File: src/rtl/compressed_unpacker_pkg.sv
// Shared constants and types for the compressed bitstream unpacker.
package unpacker_pkg;

    localparam logic [1:0] CODE_ZERO = 2'b00;
    localparam logic [1:0] CODE_LIT  = 2'b01;
    localparam logic [1:0] CODE_FULL = 2'b10;
    localparam logic [1:0] CODE_EXT  = 2'b11;

    localparam logic [1:0] BAK_P20 = 2'b00;
    localparam logic [1:0] BAK_P8  = 2'b01;
    localparam logic [1:0] BAK_P12 = 2'b10;
    localparam logic [1:0] BAK_P28 = 2'b11;

    localparam int unsigned LEN_ZERO    = 2;
    localparam int unsigned LEN_LIT     = 34;
    localparam int unsigned LEN_FULL    = 6;
    localparam int unsigned LEN_EXT_P20 = 24;
    localparam int unsigned LEN_EXT_P8  = 12;
    localparam int unsigned LEN_EXT_P12 = 16;
    localparam int unsigned LEN_EXT_P28 = 32;

    localparam int unsigned HDR_SHORT = 2;
    localparam int unsigned HDR_LONG  = 4;

    typedef enum logic {
        ST_RUN,
        ST_DRAIN
    } state_t;

endpackage

File: src/rtl/compressed_unpacker_if.sv
// Word-input and codeword-output handshake bundle of the unpacker.
interface compressed_unpacker_if #(
    parameter int unsigned DATA_W = 32,
    parameter int unsigned LEN_W  = 6
);
    logic [DATA_W-1:0] i_data;
    logic              i_valid;
    logic              i_last;
    logic              o_ready;
    logic [1:0]        o_code;
    logic [1:0]        o_code_bak;
    logic [DATA_W-1:0] o_payload;
    logic [LEN_W-1:0]  o_len;
    logic              o_valid;
    logic              i_ready;
    logic              o_done;

    modport slave (
        input  i_data, i_valid, i_last, i_ready,
        output o_ready, o_code, o_code_bak, o_payload, o_len, o_valid, o_done
    );

    modport master (
        output i_data, i_valid, i_last, i_ready,
        input  o_ready, o_code, o_code_bak, o_payload, o_len, o_valid, o_done
    );
endinterface

File: src/rtl/compressed_unpacker_cw_length.sv
// Combinational codeword length lookup from the top four buffer bits.
module cw_length_decode
    import unpacker_pkg::*;
#(
    parameter int unsigned LEN_W = 6
) (
    input  logic [3:0]       i_top,
    output logic [LEN_W-1:0] o_len,
    output logic [2:0]       o_hdr_w,
    output logic             o_needs_hdr4
);
    always_comb begin
        o_len        = LEN_W'(LEN_ZERO);
        o_hdr_w      = 3'(HDR_SHORT);
        o_needs_hdr4 = 1'b0;
        case (i_top[3:2])
            CODE_ZERO: o_len = LEN_W'(LEN_ZERO);
            CODE_LIT:  o_len = LEN_W'(LEN_LIT);
            CODE_FULL: o_len = LEN_W'(LEN_FULL);
            default: begin
                o_hdr_w      = 3'(HDR_LONG);
                o_needs_hdr4 = 1'b1;
                case (i_top[1:0])
                    BAK_P20: o_len = LEN_W'(LEN_EXT_P20);
                    BAK_P8:  o_len = LEN_W'(LEN_EXT_P8);
                    BAK_P12: o_len = LEN_W'(LEN_EXT_P12);
                    default: o_len = LEN_W'(LEN_EXT_P28);
                endcase
            end
        endcase
    end
endmodule

File: src/rtl/compressed_unpacker.sv
// Splits MSB-first packed words into variable-length codewords.
// Define COMPRESSED_UNPACKER_STATS_EN to add saturating codeword/bit counters.
module compressed_unpacker
    import unpacker_pkg::*;
#(
    parameter int unsigned DATA_W = 32,
    parameter int unsigned LEN_W  = 6,
    parameter int unsigned BUF_W  = 64
) (
    input  logic                  i_clk,
    input  logic                  i_reset,
    compressed_unpacker_if.slave  bus
`ifdef COMPRESSED_UNPACKER_STATS_EN
    ,
    output logic [15:0]           o_cw_count,
    output logic [23:0]           o_bit_count
`endif
);
    localparam int unsigned CNT_W = 7;

    logic [BUF_W-1:0]  r_buf;
    logic [CNT_W-1:0]  r_count;
    state_t            r_state, w_state_next;
    logic [1:0]        r_code, r_code_bak;
    logic [DATA_W-1:0] r_payload;
    logic [LEN_W-1:0]  r_len;
    logic              r_valid, r_done;

    logic [3:0]        w_top;
    logic [LEN_W-1:0]  w_len, w_plen, w_pay_shamt;
    logic [2:0]        w_hdr_w;
    logic              w_needs_hdr4, w_decodable, w_out_free, w_emit, w_accept, w_drain_end;
    logic [BUF_W-1:0]  w_hdr_sh, w_buf_sh, w_word_ext;
    logic [CNT_W-1:0]  w_cnt_sh, w_need_hdr;
    logic [DATA_W-1:0] w_payload;

    assign w_top = r_buf[BUF_W-1 -: 4];

    cw_length_decode #(.LEN_W(LEN_W)) u_len (
        .i_top        (w_top),
        .o_len        (w_len),
        .o_hdr_w      (w_hdr_w),
        .o_needs_hdr4 (w_needs_hdr4)
    );

    assign w_need_hdr  = w_needs_hdr4 ? CNT_W'(HDR_LONG) : CNT_W'(HDR_SHORT);
    assign w_decodable = (r_count >= w_need_hdr) && (r_count >= CNT_W'(w_len));
    assign w_out_free  = !r_valid || bus.i_ready;
    assign w_emit      = w_decodable && w_out_free;
    assign bus.o_ready = (r_state == ST_RUN) && (r_count <= CNT_W'(DATA_W));
    assign w_accept    = bus.i_valid && bus.o_ready;
    assign w_drain_end = (r_state == ST_DRAIN) && !w_decodable && w_out_free;

    // Payload sits just below the header; right-align it by shifting the window down.
    assign w_hdr_sh    = r_buf << w_hdr_w;
    assign w_plen      = w_len - LEN_W'(w_hdr_w);
    assign w_pay_shamt = LEN_W'(DATA_W) - w_plen;
    assign w_payload   = w_hdr_sh[BUF_W-1 -: DATA_W] >> w_pay_shamt;

    // A word accepted alongside an emit lands below the post-shift valid bits.
    assign w_buf_sh   = w_emit ? (r_buf << w_len) : r_buf;
    assign w_cnt_sh   = w_emit ? (r_count - CNT_W'(w_len)) : r_count;
    assign w_word_ext = {bus.i_data, {(BUF_W-DATA_W){1'b0}}};

    always_comb begin
        w_state_next = r_state;
        case (r_state)
            ST_RUN:   if (w_accept && bus.i_last) w_state_next = ST_DRAIN;
            ST_DRAIN: if (w_drain_end)            w_state_next = ST_RUN;
            default:  w_state_next = ST_RUN;
        endcase
    end

    always_ff @(posedge i_clk) begin
        if (!i_reset) r_state <= ST_RUN;
        else          r_state <= w_state_next;
    end

    always_ff @(posedge i_clk) begin
        if (!i_reset) begin
            r_buf   <= '0;
            r_count <= '0;
        end else if (w_drain_end) begin
            r_buf   <= '0;
            r_count <= '0;
        end else if (w_accept) begin
            r_buf   <= w_buf_sh | (w_word_ext >> w_cnt_sh);
            r_count <= w_cnt_sh + CNT_W'(DATA_W);
        end else begin
            r_buf   <= w_buf_sh;
            r_count <= w_cnt_sh;
        end
    end

    always_ff @(posedge i_clk) begin
        if (!i_reset) begin
            r_code     <= '0;
            r_code_bak <= '0;
            r_payload  <= '0;
            r_len      <= '0;
            r_valid    <= 1'b0;
            r_done     <= 1'b0;
        end else begin
            r_done <= w_drain_end;
            if (w_emit) begin
                r_code     <= w_top[3:2];
                r_code_bak <= (w_top[3:2] == CODE_EXT) ? w_top[1:0] : 2'b00;
                r_payload  <= w_payload;
                r_len      <= w_len;
                r_valid    <= 1'b1;
            end else if (bus.i_ready) begin
                r_valid <= 1'b0;
            end
        end
    end

    assign bus.o_code     = r_code;
    assign bus.o_code_bak = r_code_bak;
    assign bus.o_payload  = r_payload;
    assign bus.o_len      = r_len;
    assign bus.o_valid    = r_valid;
    assign bus.o_done     = r_done;

`ifdef COMPRESSED_UNPACKER_STATS_EN
    logic [15:0] r_cw_count;
    logic [23:0] r_bit_count;
    logic [24:0] w_bit_sum;

    assign w_bit_sum = {1'b0, r_bit_count} + 25'(w_len);

    always_ff @(posedge i_clk) begin
        if (!i_reset) begin
            r_cw_count  <= '0;
            r_bit_count <= '0;
        end else if (w_emit) begin
            if (r_cw_count != '1) r_cw_count <= r_cw_count + 16'd1;
            r_bit_count <= w_bit_sum[24] ? '1 : w_bit_sum[23:0];
        end
    end

    assign o_cw_count  = r_cw_count;
    assign o_bit_count = r_bit_count;
`endif
endmodule

File: src/flat_wrapper.sv
// flat-port wrapper written by rule: the top's interface ports become plain ports
module compressed_unpacker_flat import unpacker_pkg::*;
#(
    parameter int unsigned DATA_W = 32,
    parameter int unsigned LEN_W  = 6,
    parameter int unsigned BUF_W  = 64
)
  (i_clk, i_reset, bus_i_data, bus_i_valid, bus_i_last, bus_i_ready, bus_o_ready, bus_o_code, bus_o_code_bak, bus_o_payload, bus_o_len, bus_o_valid, bus_o_done);
  compressed_unpacker_if #(.DATA_W(DATA_W), .LEN_W(LEN_W)) bus_i ();
  input  logic i_clk;
  input  logic i_reset;
  input wire logic [$bits(bus_i.i_data)-1:0] bus_i_data;
  input wire logic [$bits(bus_i.i_valid)-1:0] bus_i_valid;
  input wire logic [$bits(bus_i.i_last)-1:0] bus_i_last;
  input wire logic [$bits(bus_i.i_ready)-1:0] bus_i_ready;
  output wire logic [$bits(bus_i.o_ready)-1:0] bus_o_ready;
  output wire logic [$bits(bus_i.o_code)-1:0] bus_o_code;
  output wire logic [$bits(bus_i.o_code_bak)-1:0] bus_o_code_bak;
  output wire logic [$bits(bus_i.o_payload)-1:0] bus_o_payload;
  output wire logic [$bits(bus_i.o_len)-1:0] bus_o_len;
  output wire logic [$bits(bus_i.o_valid)-1:0] bus_o_valid;
  output wire logic [$bits(bus_i.o_done)-1:0] bus_o_done;
  assign bus_i.i_data = bus_i_data;
  assign bus_i.i_valid = bus_i_valid;
  assign bus_i.i_last = bus_i_last;
  assign bus_i.i_ready = bus_i_ready;
  assign bus_o_ready = bus_i.o_ready;
  assign bus_o_code = bus_i.o_code;
  assign bus_o_code_bak = bus_i.o_code_bak;
  assign bus_o_payload = bus_i.o_payload;
  assign bus_o_len = bus_i.o_len;
  assign bus_o_valid = bus_i.o_valid;
  assign bus_o_done = bus_i.o_done;
  compressed_unpacker #(.DATA_W(DATA_W), .LEN_W(LEN_W), .BUF_W(BUF_W)) u_core (.i_clk(i_clk), .i_reset(i_reset), .bus(bus_i));
endmodule
File: config.mk
export PLATFORM = sky130hd
export DESIGN_NAME = compressed_unpacker_flat
export DESIGN_NICKNAME = d
export VERILOG_FILES = /design/src/rtl/compressed_unpacker_pkg.sv /design/src/rtl/compressed_unpacker_if.sv /design/src/rtl/compressed_unpacker_cw_length.sv /design/src/rtl/compressed_unpacker.sv /design/src/flat_wrapper.sv
export SDC_FILE = /design/constraint.sdc
export NUM_CORES = 1
export LEC_CHECK = 0
export BUFFER_PORTS_ARGS = -buffer_cell sky130_fd_sc_hd__buf_2
export CAP_MARGIN = 20
export CELL_PAD_IN_SITES_DETAIL_PLACEMENT = 1
export CELL_PAD_IN_SITES_GLOBAL_PLACEMENT = 1
export CORE_UTILIZATION = 25
export DETAILED_ROUTE_END_ITERATION = 6
export PLACE_DENSITY_LB_ADDON = 0.1
export SLEW_MARGIN = 20
export SYNTH_ARGS = -nofsm -noshare
export SYNTH_HDL_FRONTEND = slang
export SYNTH_HIERARCHICAL = 1
export SYNTH_SLANG_ARGS = --single-unit
File: constraint.sdc
create_clock -name i_clk -period 5 [get_ports i_clk]
set_input_delay 0.25 -clock i_clk [delete_from_list [all_inputs] [get_ports i_clk]]
set_output_delay 0.25 -clock i_clk [all_outputs]
set_load 0.005 [all_outputs]
==> flow_summary.yaml <==
outcome:
  run_status: "completed"
timing:
  setup_violations: 0
  rsz0062_at_grt: "false"
  slew_violations: 0
  max_slew_margin_pct: 31.5
  fmax_mhz: 211
  hold_viol: 0
  hold_slack_ns: 0.162
  tightest_slew_ns: 1.03
  setup_slack_ns: 0.262
  skew_ns: 0.0108
  tns_ns: 0
  finalCriticalPeriod_ns: 4.74
  post-route-period-util_pct: 94.8
logic_synthesis:
  synth_seq_area_share_pct: 15.8
  synthTopCellsByArea: "dfxtp_1, mux4_2, mux2i_1, nand2_1, o21ai_0"
  synthArstFlopShare_pct: 0
  synth_cell_types: 87
  syn_inst: 1937
  synth_edf_count: 0
  synth_top_area_share_pct: 15.8
  ys.flop_type: "dfxtp_1"
  synth_seq_cells: 116
  synth_area_leader_cell: "dfxtp_1"
  syn-cell-area_sq_um: 14700
  avgSynthCellArea_sq_um: 7.57
  synth_warnings: 6
floorplanning:
  core_sq_um: 57800
  die_h_um: 244
  die_x_um: 244
  rows: 88
  start_util_pct: 25.4
  die_area_sq_um: 59600
  pin_count: 82
grt:
  grt_pass1_wl_um: 113000
  grt_pass1_vias: 16400
  grt_overflow_total: 0
  antenna_found_initial: 1
  grt_use_total_pct: 25.2
  grt_max_degree: 87
clocking:
  ctsHoldBuffers: 0
  cts_sinks: 116
  h-tree-depth: 4
  root_buffer: "clkbuf_16"
  numCtsBuffers: 17
  clk_path_buf_depth: 2
  clkLatencyLatePin_ns: 0.45
  cts_tree: "built"
  clkTransAtPathRegs_ns: 0.06
worst_setup_path:
  cp-end-kind: "flip-flop"
  crit_type: "flip-flop to flip-flop"
  crit_end: "u_core/r_buf[12]"
  required_ns: 5.39
  cp.arrival_ns: 5.13
  crit_family: "compound AO/OA/AOI/OAI gates"
  r2r_cells: 13
  rr_startpoint: "u_core/r_buf[60]"
  r2r_slack_ns: 0.26
  crit_path_max_fanout: 11
  path_common_cell: "o21ai_1"
  critPathLaunchType: "flip-flop"
  critPathMaxStageDelay_ns: 0.79
  crit_chain: "nand2b_1 > a21boi_4 > inv_2 > ha_1 > nand2_1 > o21ai_1 > a41oi_4 > nor3_2 > o211ai_1 > o22ai_1 > o21ai_0 > o21ai_1 > o31a_1"
  rr_endpoint: "u_core/r_buf[12]"
  critPathLaunch: "u_core/r_buf[60]"
  crit_buf_inv: 1
  path_depth: 13
  slowest_stage: "o22ai_1"
placement:
  dpl.hpwl_um: 59300
  routabilityCongestion: 0.924
  place_ws_ns: 0.283
  port_buffers: 81
route:
  vias: 16200
  drcViolationCount: 0
  drt_iter0_drc: 1287
  wirelength_um: 76000
  ant_nets: 0
  firstDrtPassIters: 5
  post_drt_wl_per_cell_um: 27.9
  viasPerCell: 5.93
min_path:
  hold_class: "input pin to flip-flop"
final_layout:
  nNetsFinal: 1999
  antenna_cells: 0
  drive_above_1_share_pct: 19.2
  areaGrowthSynthToFinish_pct: 13.8
job:
  maxCapViolations: 0
-- state kept, by name, summed over array words and instances, names as in the netlist --
signal and count:
u_core/bus.o_code_bak 2, u_core/r_buf 64, u_core/r_state 1, u_core/bus.o_done 1, u_core/bus.o_len 6, u_core/r_count 7
u_core/bus.o_code 2, u_core/bus.o_payload 32, u_core/bus.o_valid 1
-- routing by layer --
layer | share of wire (%) | GRT usage [%] | up-vias
li1 | - | - | 7305
met1 | 47 | 35.1 | 8320
met2 | 47 | 41.4 | 446
met3 | 3.2 | 1.53 | 91
met4 | 2.7 | 7.70 | 0
met5 | 0 | 0 | -
-- how the worst min path moves through the flow --
stage	to	slack, ns	cells past startpoint	start
2_1_floorplan	u_core/bus.o_payload[6]	0.45	2	u_core/bus.o_payload[6]
3_3_place_gp	u_core/bus.o_payload[6]	0.45	2	u_core/bus.o_payload[6]
3_5_place_dp	u_core/bus.o_payload[6]	0.46	2	u_core/bus.o_payload[6]
4_1_cts	u_core/r_state	0.14	4	bus_i_last
5_1_grt	u_core/r_state	0.21	4	bus_i_last
6_report	u_core/r_state	0.16	4	bus_i_last
-- per-stage QoR --
step           util (%)  instances  area, sq um
6_report           28.9       2727        16700
5_1_grt            28.9       2727        16700
4_1_cts            28.9       2727        16700
3_5_place_dp       27.7       2695        16000
3_3_place_gp       27.7       2695        16000
2_1_floorplan         -       1938        14700
-- worst reg2reg max path, cell delays in order, from the launching register on --
cell      delay (ns)
dfxtp_1         0.57
nand2b_1        0.17
a21boi_4        0.19
inv_2           0.07
ha_1            0.40
nand2_1         0.09
o21ai_1         0.28
a41oi_4         0.26
nor3_2          0.61
o211ai_1        0.37
o22ai_1         0.79
o21ai_0         0.17
o21ai_1         0.51
o31a_1          0.21
-- cell usage after synthesis (8+ instances only) --
library cell / n
a21boi_0: 22
xnor2_1: 8
a22o_1: 10
buf_1: 27
nor2b_1: 28
nand2_1: 374
mux2i_1: 167
o21ai_0: 151
o211ai_1: 18
buf_2: 38
mux2_2: 42
a32oi_1: 11
a31oi_1: 20
a221o_1: 9
nand3_1: 24
mux4_2: 79
buf_4: 11
o22ai_1: 33
nand2b_1: 20
nor2_1: 156
a311oi_1: 30
a22oi_1: 41
inv_1: 23
dfxtp_1: 116
a221oi_1: 20
a211oi_1: 57
and2_1: 21
nor3_1: 23
clkbuf_1: 97
a21oi_1: 90
o21ai_1: 11
ha_1: 11
-- placed cells by master (no fill, tap or decap), types with 18 or more instances in the layout --
| cell | netlist | final |
|---|---|---|
| a31oi_1 | 20 | 20 |
| mux2i_1 | 167 | 166 |
| nor2b_1 | 28 | 28 |
| dfxtp_1 | 116 | 116 |
| a311oi_1 | 30 | 30 |
| a21oi_1 | 90 | 90 |
| a21boi_0 | 22 | 21 |
| a22oi_1 | 41 | 41 |
| nand2b_1 | 20 | 20 |
| a221oi_1 | 20 | 20 |
| mux4_2 | 79 | 79 |
| inv_1 | 23 | 23 |
| nand2_1 | 374 | 370 |
| o22ai_1 | 33 | 33 |
| and2_1 | 21 | 21 |
| nor2_1 | 156 | 153 |
| nor3_1 | 23 | 23 |
| o21ai_0 | 151 | 151 |
| o211ai_1 | 18 | 18 |
| buf_2 | 38 | 81 |
| buf_4 | 11 | 86 |
| nand3_1 | 24 | 24 |
| a211oi_1 | 57 | 57 |
| mux2_2 | 42 | 42 |
-- layout make-up --
cell class | instances | area (sq um)
sequential | 116 | 2320
multi-input combinational | 1617 | 11500
inverter | 27 | 101
timing repair buffer | 170 | 1110
clock buffer | 18 | 439
tap | 765 | 957
clock inverter | 14 | 203
fill | 6953 | 41100
-- timing repair --
| item | 4_1_cts | 5_1_grt |
|---|---|---|
| setup endpoints to repair | 0 | 10 |
| buffers inserted | 0 | 0 |
| resized for setup | 0 | 3 |
-- kinds of logic (layout without fill, tap and decap cells) --
group / after synthesis / in the layout / synth area share [%]
AND/OR/NAND/NOR: 691 / 691 / 20.5
flip-flops: 116 / 116 / 15.8
XOR/XNOR: 11 / 11 / 0.657
buffers and inverters: 205 / 229 / 6.11
AO/OA/AOI/OAI: 610 / 610 / 28.7
adder cells (fa/ha/maj): 13 / 13 / 1.21
other: 1 / 2 / 0.0256
multiplexers: 290 / 290 / 27.0
Power is left out: the tool's default activity adds up to more than one toggle a clock period on the data nets, which glitch-free logic cannot reach.
